### config.mk
export PLATFORM = sky130hd
export DESIGN_NAME = ntt_twiddle_fetch
export DESIGN_NICKNAME = d
export VERILOG_FILES = /design/src/rtl/ntt_twiddle_fetch.sv
export SDC_FILE = /design/constraint.sdc
export NUM_CORES = 1
export LEC_CHECK = 0
export BUFFER_PORTS_ARGS = -buffer_cell sky130_fd_sc_hd__buf_4
export CAP_MARGIN = 20
export CORE_MARGIN = 2
export CORE_UTILIZATION = 26
export DETAILED_ROUTE_END_ITERATION = 12
export SETUP_SLACK_MARGIN = 0.02
export SKIP_CTS_REPAIR_TIMING = 1
export SLEW_MARGIN = 20
export SYNTH_ARGS = -nofsm -noshare
export SYNTH_HDL_FRONTEND = slang
export SYNTH_SLANG_ARGS = --single-unit
### constraint.sdc
create_clock -name clk -period 7.7 [get_ports clk]
set_input_delay 1.155 -clock clk [delete_from_list [all_inputs] [get_ports clk]]
set_output_delay 1.155 -clock clk [all_outputs]
set_load 0.05 [all_outputs]
### src/rtl/ntt_twiddle_fetch.sv
// ntt_twiddle_fetch: streams twiddles from the table RAM in Cooley-Tukey stage order to the butterfly unit.
// Optional INTT_MODE_EN adds an inv input that selects omega^-k addresses for the inverse transform.
module ntt_twiddle_fetch #(
  parameter int N_LOG2 = 6,
  parameter int DATA_W = 64
) (
  input  logic              clk,
  input  logic              rst,
`ifdef INTT_MODE_EN
  input  logic              inv,
`endif
  input  logic              start,
  input  logic [3:0]        len,
  output logic              tbl_rd_en,
  output logic [N_LOG2-1:0] tbl_addr,
  input  logic [DATA_W-1:0] tbl_rdata,
  output logic [DATA_W-1:0] tw_data,
  output logic [3:0]        tw_stage,
  output logic [N_LOG2-2:0] tw_idx,
  output logic              tw_valid,
  input  logic              tw_ready,
  output logic              busy,
  output logic              done,
  output logic              err
);
  typedef enum logic [2:0] {IDLE, RD, WT, OUT, FIN} state_t;
  state_t state_q, state_d;
  logic [3:0] l_q, l_d, s_q, s_d, stg_q, stg_d, sh;
  logic [N_LOG2-2:0] j_q, j_d, idx_q, idx_d;
  logic [N_LOG2-1:0] addr_q, addr_d, k, rd_addr;
  logic [DATA_W-1:0] data_q, data_d;
  logic err_q, err_d, len_ok, j_last, accept;
  assign sh = 4'(N_LOG2 - 1) - s_q;
  assign k = N_LOG2'(j_q) << sh;
  assign j_last = j_q == ~({(N_LOG2-1){1'b1}} << s_q);
  assign len_ok = len != 4'd0 && len <= 4'(N_LOG2);
  assign accept = state_q == IDLE && start;
`ifdef INTT_MODE_EN
  logic inv_q;
  // Negation mod N maps k=0 back to address 0 on its own.
  assign rd_addr = inv_q ? N_LOG2'(0) - k : k;
  always_ff @(posedge clk or posedge rst)
    if (rst) inv_q <= 1'b0;
    else if (accept) inv_q <= inv;
`else
  assign rd_addr = k;
`endif
  always_comb begin
    state_d = state_q;
    l_d = l_q;
    s_d = s_q;
    j_d = j_q;
    err_d = err_q;
    addr_d = addr_q;
    data_d = data_q;
    stg_d = stg_q;
    idx_d = idx_q;
    case (state_q)
      IDLE: if (start) begin
        l_d = len;
        s_d = 4'd0;
        j_d = '0;
        err_d = !len_ok;
        state_d = len_ok ? RD : FIN;
      end
      RD: begin
        addr_d = rd_addr;
        state_d = WT;
      end
      WT: begin
        data_d = tbl_rdata;
        stg_d = s_q;
        idx_d = j_q;
        state_d = OUT;
      end
      OUT: if (tw_ready) begin
        state_d = (j_last && s_q == l_q - 4'd1) ? FIN : RD;
        s_d = j_last ? s_q + 4'd1 : s_q;
        j_d = j_last ? '0 : j_q + 1'b1;
      end
      FIN: begin
        err_d = 1'b0;
        state_d = IDLE;
      end
      default: state_d = IDLE;
    endcase
  end
  always_ff @(posedge clk or posedge rst)
    if (rst) begin
      state_q <= IDLE;
      l_q <= '0;
      s_q <= '0;
      j_q <= '0;
      err_q <= 1'b0;
      addr_q <= '0;
      data_q <= '0;
      stg_q <= '0;
      idx_q <= '0;
    end else begin
      state_q <= state_d;
      l_q <= l_d;
      s_q <= s_d;
      j_q <= j_d;
      err_q <= err_d;
      addr_q <= addr_d;
      data_q <= data_d;
      stg_q <= stg_d;
      idx_q <= idx_d;
    end
  assign tbl_rd_en = state_q == RD;
  assign tbl_addr = tbl_rd_en ? rd_addr : addr_q;
  assign tw_valid = state_q == OUT;
  assign tw_data = data_q;
  assign tw_stage = stg_q;
  assign tw_idx = idx_q;
  assign busy = state_q != IDLE;
  assign done = state_q == FIN;
  assign err = done && err_q;
endmodule

# --- Yosys cells after proc, flatten, opt, wreduce, memory -nomap -nowiden ---
# Cells that the tools add are included.
op_classes:
  n_reduce_logical: 14
  order_cmp: 1
  add_sub_neg: 4
  muxes: 16
  eq_ne: 9
  shift: 2
  n_bitwise: 1
op_table:
  columns: ["operator", "count"]
  rows:
  - ["two-way mux 5 bit", 3]
  - ["two-way mux 3 bit", 4]
  - ["two-way mux 4 bit", 3]
  - ["case mux 3 bit (4 select lines)", 1]
  - ["case mux 5 bit (2 select lines)", 1]
  - ["case mux 4 bit (2 select lines)", 1]
  - ["equality test 3 x 2 -> 1 bit, second input constant", 2]
  - ["two-way mux 6 bit", 1]
  - ["AND reduction 2 bit", 3]
  - ["<< shifter 5 x 4 -> 6 bit", 1]
  - ["adder 5 x 1 -> 5 bit, second input constant", 1]
  - ["equality test 5 bit", 1]
  - ["inverter 5 bit", 1]
  - ["<< shifter 5 x 4 -> 5 bit, first input constant", 1]
  - ["adder 4 x 1 -> 4 bit, second input constant", 1]
  - ["equality test 4 bit", 1]
  - ["less-or-equal comparator 4 x 3 -> 1 bit, second input constant", 1]
  - ["!= test 2 x 1 -> 1 bit, second input constant", 2]
  - ["AND reduction 4 bit", 1]
  - ["nonzero test 2 bit", 2]
  - ["nonzero test 4 bit", 1]
  - ["subtractor 3 x 4 -> 4 bit, first input constant", 1]
  - ["subtractor 4 x 1 -> 4 bit, second input constant", 1]
  - ["equality test 3 x 1 -> 1 bit, second input constant", 1]
  - ["9 further kinds", 11]
totals:
  output_inout_bits: 84
  input_bits: 72
  elab_cells: 56
  ff_bits: 96

# --- Logic depth before layout (Yosys ltp) ---
# Gate-level depths: netlist of run 1.
logic_depth:
  word_depth: 7
  depth_mapped: 8
  mapped_depth_nobuf: 8

# --- Worst setup path after synthesis of run 1 ---
# OpenSTA, ideal clock, no wires.
synth_path:
  kind: "flip-flop to output port"
  start: "reg s_q[1]"
  end: "out tbl_addr[1]"
  n_path_buf: 1
  arrival_time_ns: 3.062
  stages_incl_launch_ff: 6
  slack_ns: 3.483
  cell_sequence: "dfrtp_1 clkbuf_1 inv_1 ha_1 nand2_1 o41ai_1"
synth_between:
  elab_chain_len: 3
synth_lines:
  columns: ["item", "line_no", "rtl"]
  rows:
  - ["start, declared", "28", "logic [3:0] l_q, l_d, s_q, s_d, stg_q, stg_d, sh;"]
  - ["start signal, assigned", "92", "s_q <= '0;"]
  - ["start signal, assigned", "102", "s_q <= s_d;"]
  - ["subtractor 3 x 4 -> 4 bit", "33", "assign sh = 4'(N_LOG2 - 1) - s_q;"]
  - ["<< shifter 5 x 4 -> 6 bit", "34", "assign k = N_LOG2'(j_q) << sh;"]
  - ["two-way mux 6 bit", null, null]
  - ["end, declared", "15", "output logic [N_LOG2-1:0] tbl_addr,"]
# No other way between the ends.

# --- Worst setup path after layout of run 1 ---
# Same ends and word-level chain as after synthesis.

==> impl_results.md, run 1 <==
- Mapped Area: between 0.004 and 0.005 mm2
- Io pins: 156
- Critical path startpoint category: flip-flop
- Remaining DRCs: 0
- Global-route wire length before repair: approximately 17000 um
- Final Skew: ~0.0074 ns
- Met3 usage: 0.04244
- WL per Instance: about 15 um
- Setup TNS: 0 ns
- FP Rows: 46
- Vias per cell: between 4 and 5
- Primary FF master, synth: dfrtp_1
- Synth Register Bits: 96
- Final setup fails: 0
- Port Buffer Count: roughly 160
- # clock sinks: 96
- Cells after Synth: 327
- Fmax: 275.5 MHz
- Die Span Y: around 130 um
- Final cell count without fillers: 697
- Placed insts: ~700
- Critical Path RT: 6.55 ns
- Final period util: 0.4714
- Crit path capture type: primary output
- Initial antenna violation count: 0
- Final Routed Wirelength: approximately 10000 um
- Post-DP HPWL: 7393 um
- Core area: around 0.016 mm2
- RSZ-0062 raised after global routing: false
- EDFF count, synth: 0
- Critical Path AT: between 2 and 2.5 ns
- Share of post-route cells with drive strength above 1: 0.5260
- Initial Util: 0.2657
- Total grt overflow: 0
- Slew margin rel.: 0.3525
- H-tree Lvls: 3
- Status: finished, final reports clean
- Max Slew Vio Count: 0
- Fin nets: between 500 and 600
- Die area: roughly 0.017 mm2
- CTS max path bufs: 2
- Top Family by Delay on Critical Path: flip-flops
- Num CTS Buffers: 9
- Synth warn: 0
- Max stage delay cell, worst path: dfrtp_1
- Tmin final: around 3.6 ns
- Met2 GRT Util: 0.2094
- Clk root buf: clkbuf_16
- Vias after detailed routing: ~3000
- Met1 usage: 0.1435
- CP Class: reg -> out
- Synth Area per Inst: between 10 and 15 um2
- ANT nets after route: 0
- Worst-path fanout max: 12
- Top Usage Layer GRT: met2
- Clock Latency Late Sink: between 0.3 and 0.4 ns
- Clock-pin slew on the worst setup and hold paths: ~0.07 ns
- CP cell instances: inv_1 -> ha_1 -> nand2_1 -> o41ai_1 -> buf_4
- Syn Nets: 407
- Max incr delay on CP: 0.62 ns
- Worst Hold Class: reg -> reg
- DR pass1 iterations: 4
- Die W: about 130 um
- Synthesis-to-finish area growth: 39.39%
- Asr flop ratio synth: 1.000
- Initial DRC Count: between 150 and 200
- Synth cell types: between 40 and 50
- Slew at the pin with the worst max-slew slack: between 0.9 and 1 ns
- Placement Cell Area: roughly 0.0056 mm2
- Diodes inserted: 0
- CTS tree: yes
- MaxCap Viol Count: 0
- Buf/Inv on CP: 2
- Number of global-route vias before repair: ~3400
- Post-Layout Inst Area: 0.005862 mm2
- Hold Vio Cnt, Final: 0
- Total track usage: 0.1245
- Pin count of the biggest net entering global routing: 74
- GPL Wtd Cong: roughly 0.78
- Sequential share of the synthesized area: 0.5713
[Yosys cell counts (2+ instances only)]
library cell	instances	share of area
xnor2_1	5	0.010
inv_1	12	0.011
clkbuf_1	15	0.013
nor3b_1	2	0.0036
and3_1	3	0.0045
o22ai_1	3	0.0045
a21oi_1	5	0.0059
nor2_1	5	0.0045
o31ai_1	2	0.0036
o41ai_1	2	0.0042
mux2i_1	8	0.019
ha_1	8	0.024
nor2b_1	3	0.0045
nand3_1	5	0.0059
o21ai_0	7	0.0083
nand2b_1	3	0.0045
nand2_1	25	0.022
o211ai_1	2	0.0036
nor3_1	6	0.0071
nor4_1	3	0.0045
and2_1	2	0.0030
xor2_1	4	0.0083
nand3b_1	2	0.0036
mux2_2	77	0.21
dfrtp_1	96	0.57
a31oi_1	4	0.0059
[worst paths after layout]
check,cells after the start,end,from,slack (ns)
setup / recovery,5,tbl_addr[1],s_q[1],4.07
hold / removal,2,addr_q[1],addr_q[1],0.49
setup reg to reg,7,state_q[2],s_q[1],4.81
hold reg to reg,2,addr_q[1],addr_q[1],0.49
max in group asynchronous,3,addr_q[4],rst,5.76
min in group asynchronous,2,tw_data[23],rst,0.86
[logic make-up (layout without fill, tap and decap cells)]
group / Yosys count / in the layout / share of synthesized area
flip-flops: 96 / 96 / 0.5713
multiplexers: 85 / 85 / 0.2252
AND/OR/NAND/NOR: 66 / 66 / 0.08182
buffers and inverters: 32 / 186 / 0.03153
AO/OA/AOI/OAI: 31 / 31 / 0.04760
XOR/XNOR: 9 / 9 / 0.01874
adder cells (fa/ha/maj): 8 / 8 / 0.02380
[sequential cells by signal, indices dropped and copies added (netlist names)]
signal    count
tw_stage      4
err_q         1
tw_idx        5
addr_q        6
state_q       3
j_q           5
s_q           4
tw_data      64
l_q           4
[cell type report]
cell class                      count  area, um2
Timing Repair Buffer              157       1179
Tap cell                          216      270.3
Clock inverter                      7      58.81
Multi-Input combinational cell    199       1675
Clock buffer                        9      225.2
Sequential cell                    96       2402
Inverter                           13      51.30
Fill cell                        1578       9966
[routing by layer]
layer | wire length, um | vias to the layer above
met5 | 0 | -
met4 | 211 | 0
met3 | 710 | 15
met2 | 5188 | 97
met1 | 4289 | 1528
li1 | - | 1450
[per-stage QoR]
stage	hold WS [ns]	setup slack (ns)	util
after floorplan	0.4699	3.483	-
after global placement	0.4690	4.464	0.3524
after detailed placement	0.4731	4.432	0.3524
after CTS	0.4964	4.018	0.3704
after global routing	0.5310	3.793	0.3704
final	0.4896	4.071	0.3704
[layout by cell type (no fill, tap or decap), types with 6 or more instances in the layout]
| cell | instances |
|---|---|
| buf_4 | 157 |
| clkbuf_16 | 9 |
| dfrtp_1 | 96 |
| ha_1 | 8 |
| inv_1 | 11 |
| mux2_2 | 77 |
| mux2i_1 | 8 |
| nand2_1 | 25 |
| nor3_1 | 6 |
| o21ai_0 | 7 |
[worst reg2reg max path, cell delays in order, from the launching register on]
cell,delay [ns]
dfrtp_1,0.62
inv_1,0.22
ha_1,0.29
or4b_1,0.47
a2bb2oi_1,0.14
a221o_1,0.43
or4_1,0.55
o21ai_1,0.10
Power of run 1 is not shown: default switching activity piles up to over one toggle a cycle in this logic, so the estimate is an artifact.
==> run 2, diff against run 1 <==
--- a/config.mk
+++ b/config.mk
@@ -5,6 +5,7 @@
 export SDC_FILE = /design/constraint.sdc
 export NUM_CORES = 1
 export LEC_CHECK = 0
+export ABC_AREA = 1
 export BUFFER_PORTS_ARGS = -buffer_cell sky130_fd_sc_hd__buf_4
 export CAP_MARGIN = 20
 export CORE_MARGIN = 2
==> constraint.sdc (replaced) <==
create_clock -name clk -period 3.65 [get_ports clk]
set_input_delay 0.5475 -clock clk [delete_from_list [all_inputs] [get_ports clk]]
set_output_delay 0.5475 -clock clk [all_outputs]
set_load 0.05 [all_outputs]
==> impl_results.md, run 2 <==
- CTS tree: yes
- WL per Instance: roughly 12 um
- Commonest cells post-synth: nand2_1 (268), dfrtp_1 (96), inv_1 (25)
- Hold Vio Cnt, Final: 0
- Pwr Density: 1023 mW/mm2
- Total grt overflow: 0
- Diodes inserted: 0
- CP Class: reg -> out
- Initial Util: 0.2683
- Final Skew: slightly below 0.008 ns
- Fin nets: 751
- Max FFs per register: 64
- Slew at the pin with the worst max-slew slack: 0.9927 ns
- Fillers: 1671
- EDFF count, synth: 0
- Count leader, synth: nand2_1
- Initial DRC Count: between 150 and 200
- Total track usage: 0.1307
- Initial antenna violation count: 0
- # clock sinks: 96
- Peak supply drop: roughly 0.46 mV
- Post-Layout Inst Area: around 0.006 mm2
- CTS max path bufs: 2
- Post-DP HPWL: roughly 8000 um
- Fmax: between 300 and 400 MHz
- FP Rows: 46
- H-tree Lvls: 3
- Crit path capture type: primary output
- Max incr delay on CP: ~0.48 ns
- Synth Register Bits: 96
- Die W: ~130 um
- Vias after detailed routing: between 3000 and 4000
- Die area: 0.01755 mm2
- Port Buffer Count: 155
- Post-synth top area share: 0.5596
- Status: finished, final reports clean
- Critical Path AT: slightly below 2 ns
- Syn Nets: between 500 and 600
- Clk root buf: clkbuf_16
- Vias per cell: a little over 4
- Final period util: 0.6907
- Io pins: between 150 and 200
- ANT nets after route: 0
- RSZ-0062 raised after global routing: false
- MaxCap Viol Count: 0
- Number of global-route vias before repair: roughly 3500
- Remaining DRCs: 0
- Critical path startpoint category: flip-flop
- Critical Path RT: 3.10 ns
- Num CTS Buffers: 9
- Global-route wire length before repair: about 18000 um
- Final setup fails: 0
- Largest area contributor in the netlist: dfrtp_1
- Pin count of the biggest net entering global routing: 66
- Core area: 0.01600 mm2
- Synth cell types: 29
- DR pass1 iterations: 4
- Slew margin rel.: 0.3373
- Placement Cell Area: around 0.0057 mm2
- Worst-path fanout max: 9
- Buf/Inv on CP: 1
- CP cell instances: ha_1 -> xor2_1 -> nor2_1 -> nand2_1 -> o21ai_1 -> buf_4
- Top Family by Delay on Critical Path: flip-flops
- GPL Wtd Cong: approximately 0.8
- Primary FF master, synth: dfrtp_1
- Sequential share of the synthesized area: 0.5596
- Max stage delay cell, worst path: dfrtp_1
- Clock Latency Late Sink: 0.35 ns
- Cells after Synth: between 500 and 600
- Synth Area per Inst: a little over 8 um2
- Final Routed Wirelength: approximately 11000 um
- Die Span Y: about 130 um
- Asr flop ratio synth: 1.000
- Worst Hold Class: in -> async
- Area contributors post-synth: dfrtp_1 (56%), nand2_1 (23%), ha_1 (2.3%)
- Most common cell after layout, fill and taps aside: nand2_1
- Most frequent cells in the layout: nand2_1 (268), buf_4 (160), dfrtp_1 (96)
- Setup TNS: 0 ns
- Tmin final: around 2.5 ns
- Clock-pin slew on the worst setup and hold paths: roughly 0.070 ns
- Mapped Area: 0.004293 mm2
- Synthesis-to-finish area growth: 39.14%
- Max Slew Vio Count: 0
- Share of post-route cells with drive strength above 1: 0.2914
- Synth warn: 0
- Leak Pwr: approximately 3.2 nW
==> run 2: layer usage <==
| metal | track usage | vias up | wire length [um] |
|---|---|---|---|
| met5 | 0 | - | 0 |
| met4 | 0.05556 | 0 | 159 |
| met3 | 0.03027 | 9 | 727 |
| met2 | 0.1983 | 126 | 5028 |
| met1 | 0.1793 | 1658 | 5217 |
| li1 | - | 1910 | - |
==> run 2: area by class of cell <==
cell class	instances	area, um2	area share
Clock inverter	7	77.57	0.01299
Tap cell	216	270.3	0.04525
Clock buffer	9	225.2	0.03770
Multi-Input combinational cell	370	1664	0.2786
Timing Repair Buffer	160	1201	0.2011
Sequential cell	96	2402	0.4022
Inverter	34	132.6	0.02220
==> run 2: logic make-up (layout without fill, tap and decap cells) <==
| family | count (synthesis) | after routing | share of synthesized area |
|---|---|---|---|
| buffers and inverters | 53 | 210 | 0.05421 |
| adders and majority gates | 8 | 8 | 0.02332 |
| and+or+nand+nor | 319 | 319 | 0.3052 |
| muxes | 1 | 1 | 0.002332 |
| DFF | 96 | 96 | 0.5596 |
| xor gates and xnor gates | 3 | 3 | 0.006122 |
| AOI/OAI and AO/OA | 39 | 39 | 0.04926 |
==> run 2: worst paths after layout <==
path | end | from | cells past startpoint | slack (ns)
setup reg to reg | s_q[2] | s_q[0] | 10 | 1.60
setup / recovery | tbl_addr[2] | s_q[1] | 6 | 1.13
max in group asynchronous | s_q[0] | rst | 3 | 2.63
hold / removal | tw_data[18] | rst | 2 | 0.22
min in group clk | tw_data[11] | tbl_rdata[11] | 3 | 0.39
hold reg to reg | tw_data[39] | tw_data[39] | 2 | 0.47
==> run 2: where the power goes <==
group / switching [mW] / total (mW) / internal [mW]
logic: 2.46 / 3.40 / 0.939
clock network: 0.439 / 0.975 / 0.536
registers: 0.248 / 1.74 / 1.49
==> run 2: metrics by stage <==
step | power (mW) | utilization | setup slack (ns) | hold slack, ns | cells
global placement | 5.175 | 0.3544 | 1.530 | 0.4552 | 876
floorplan | 4.188 | - | 0.5971 | 0.5077 | 519
global route | 6.527 | 0.3733 | 0.9239 | 0.2648 | 892
CTS | 6.197 | 0.3733 | 1.090 | 0.2423 | 892
detailed placement | 5.199 | 0.3544 | 1.488 | 0.4599 | 876
finish | 6.113 | 0.3733 | 1.129 | 0.2244 | 892
==> run 2: worst register-to-register path, cell delays in order, from the launching register on <==
cell	delay, ns
dfrtp_1	0.56
inv_1	0.19
ha_1	0.27
inv_1	0.06
nand2_1	0.06
nand3_1	0.07
nand3_1	0.12
nor2_4	0.22
nor2_1	0.13
nor2_4	0.18
o21ai_1	0.09
(Power assumes the default switching activity.)
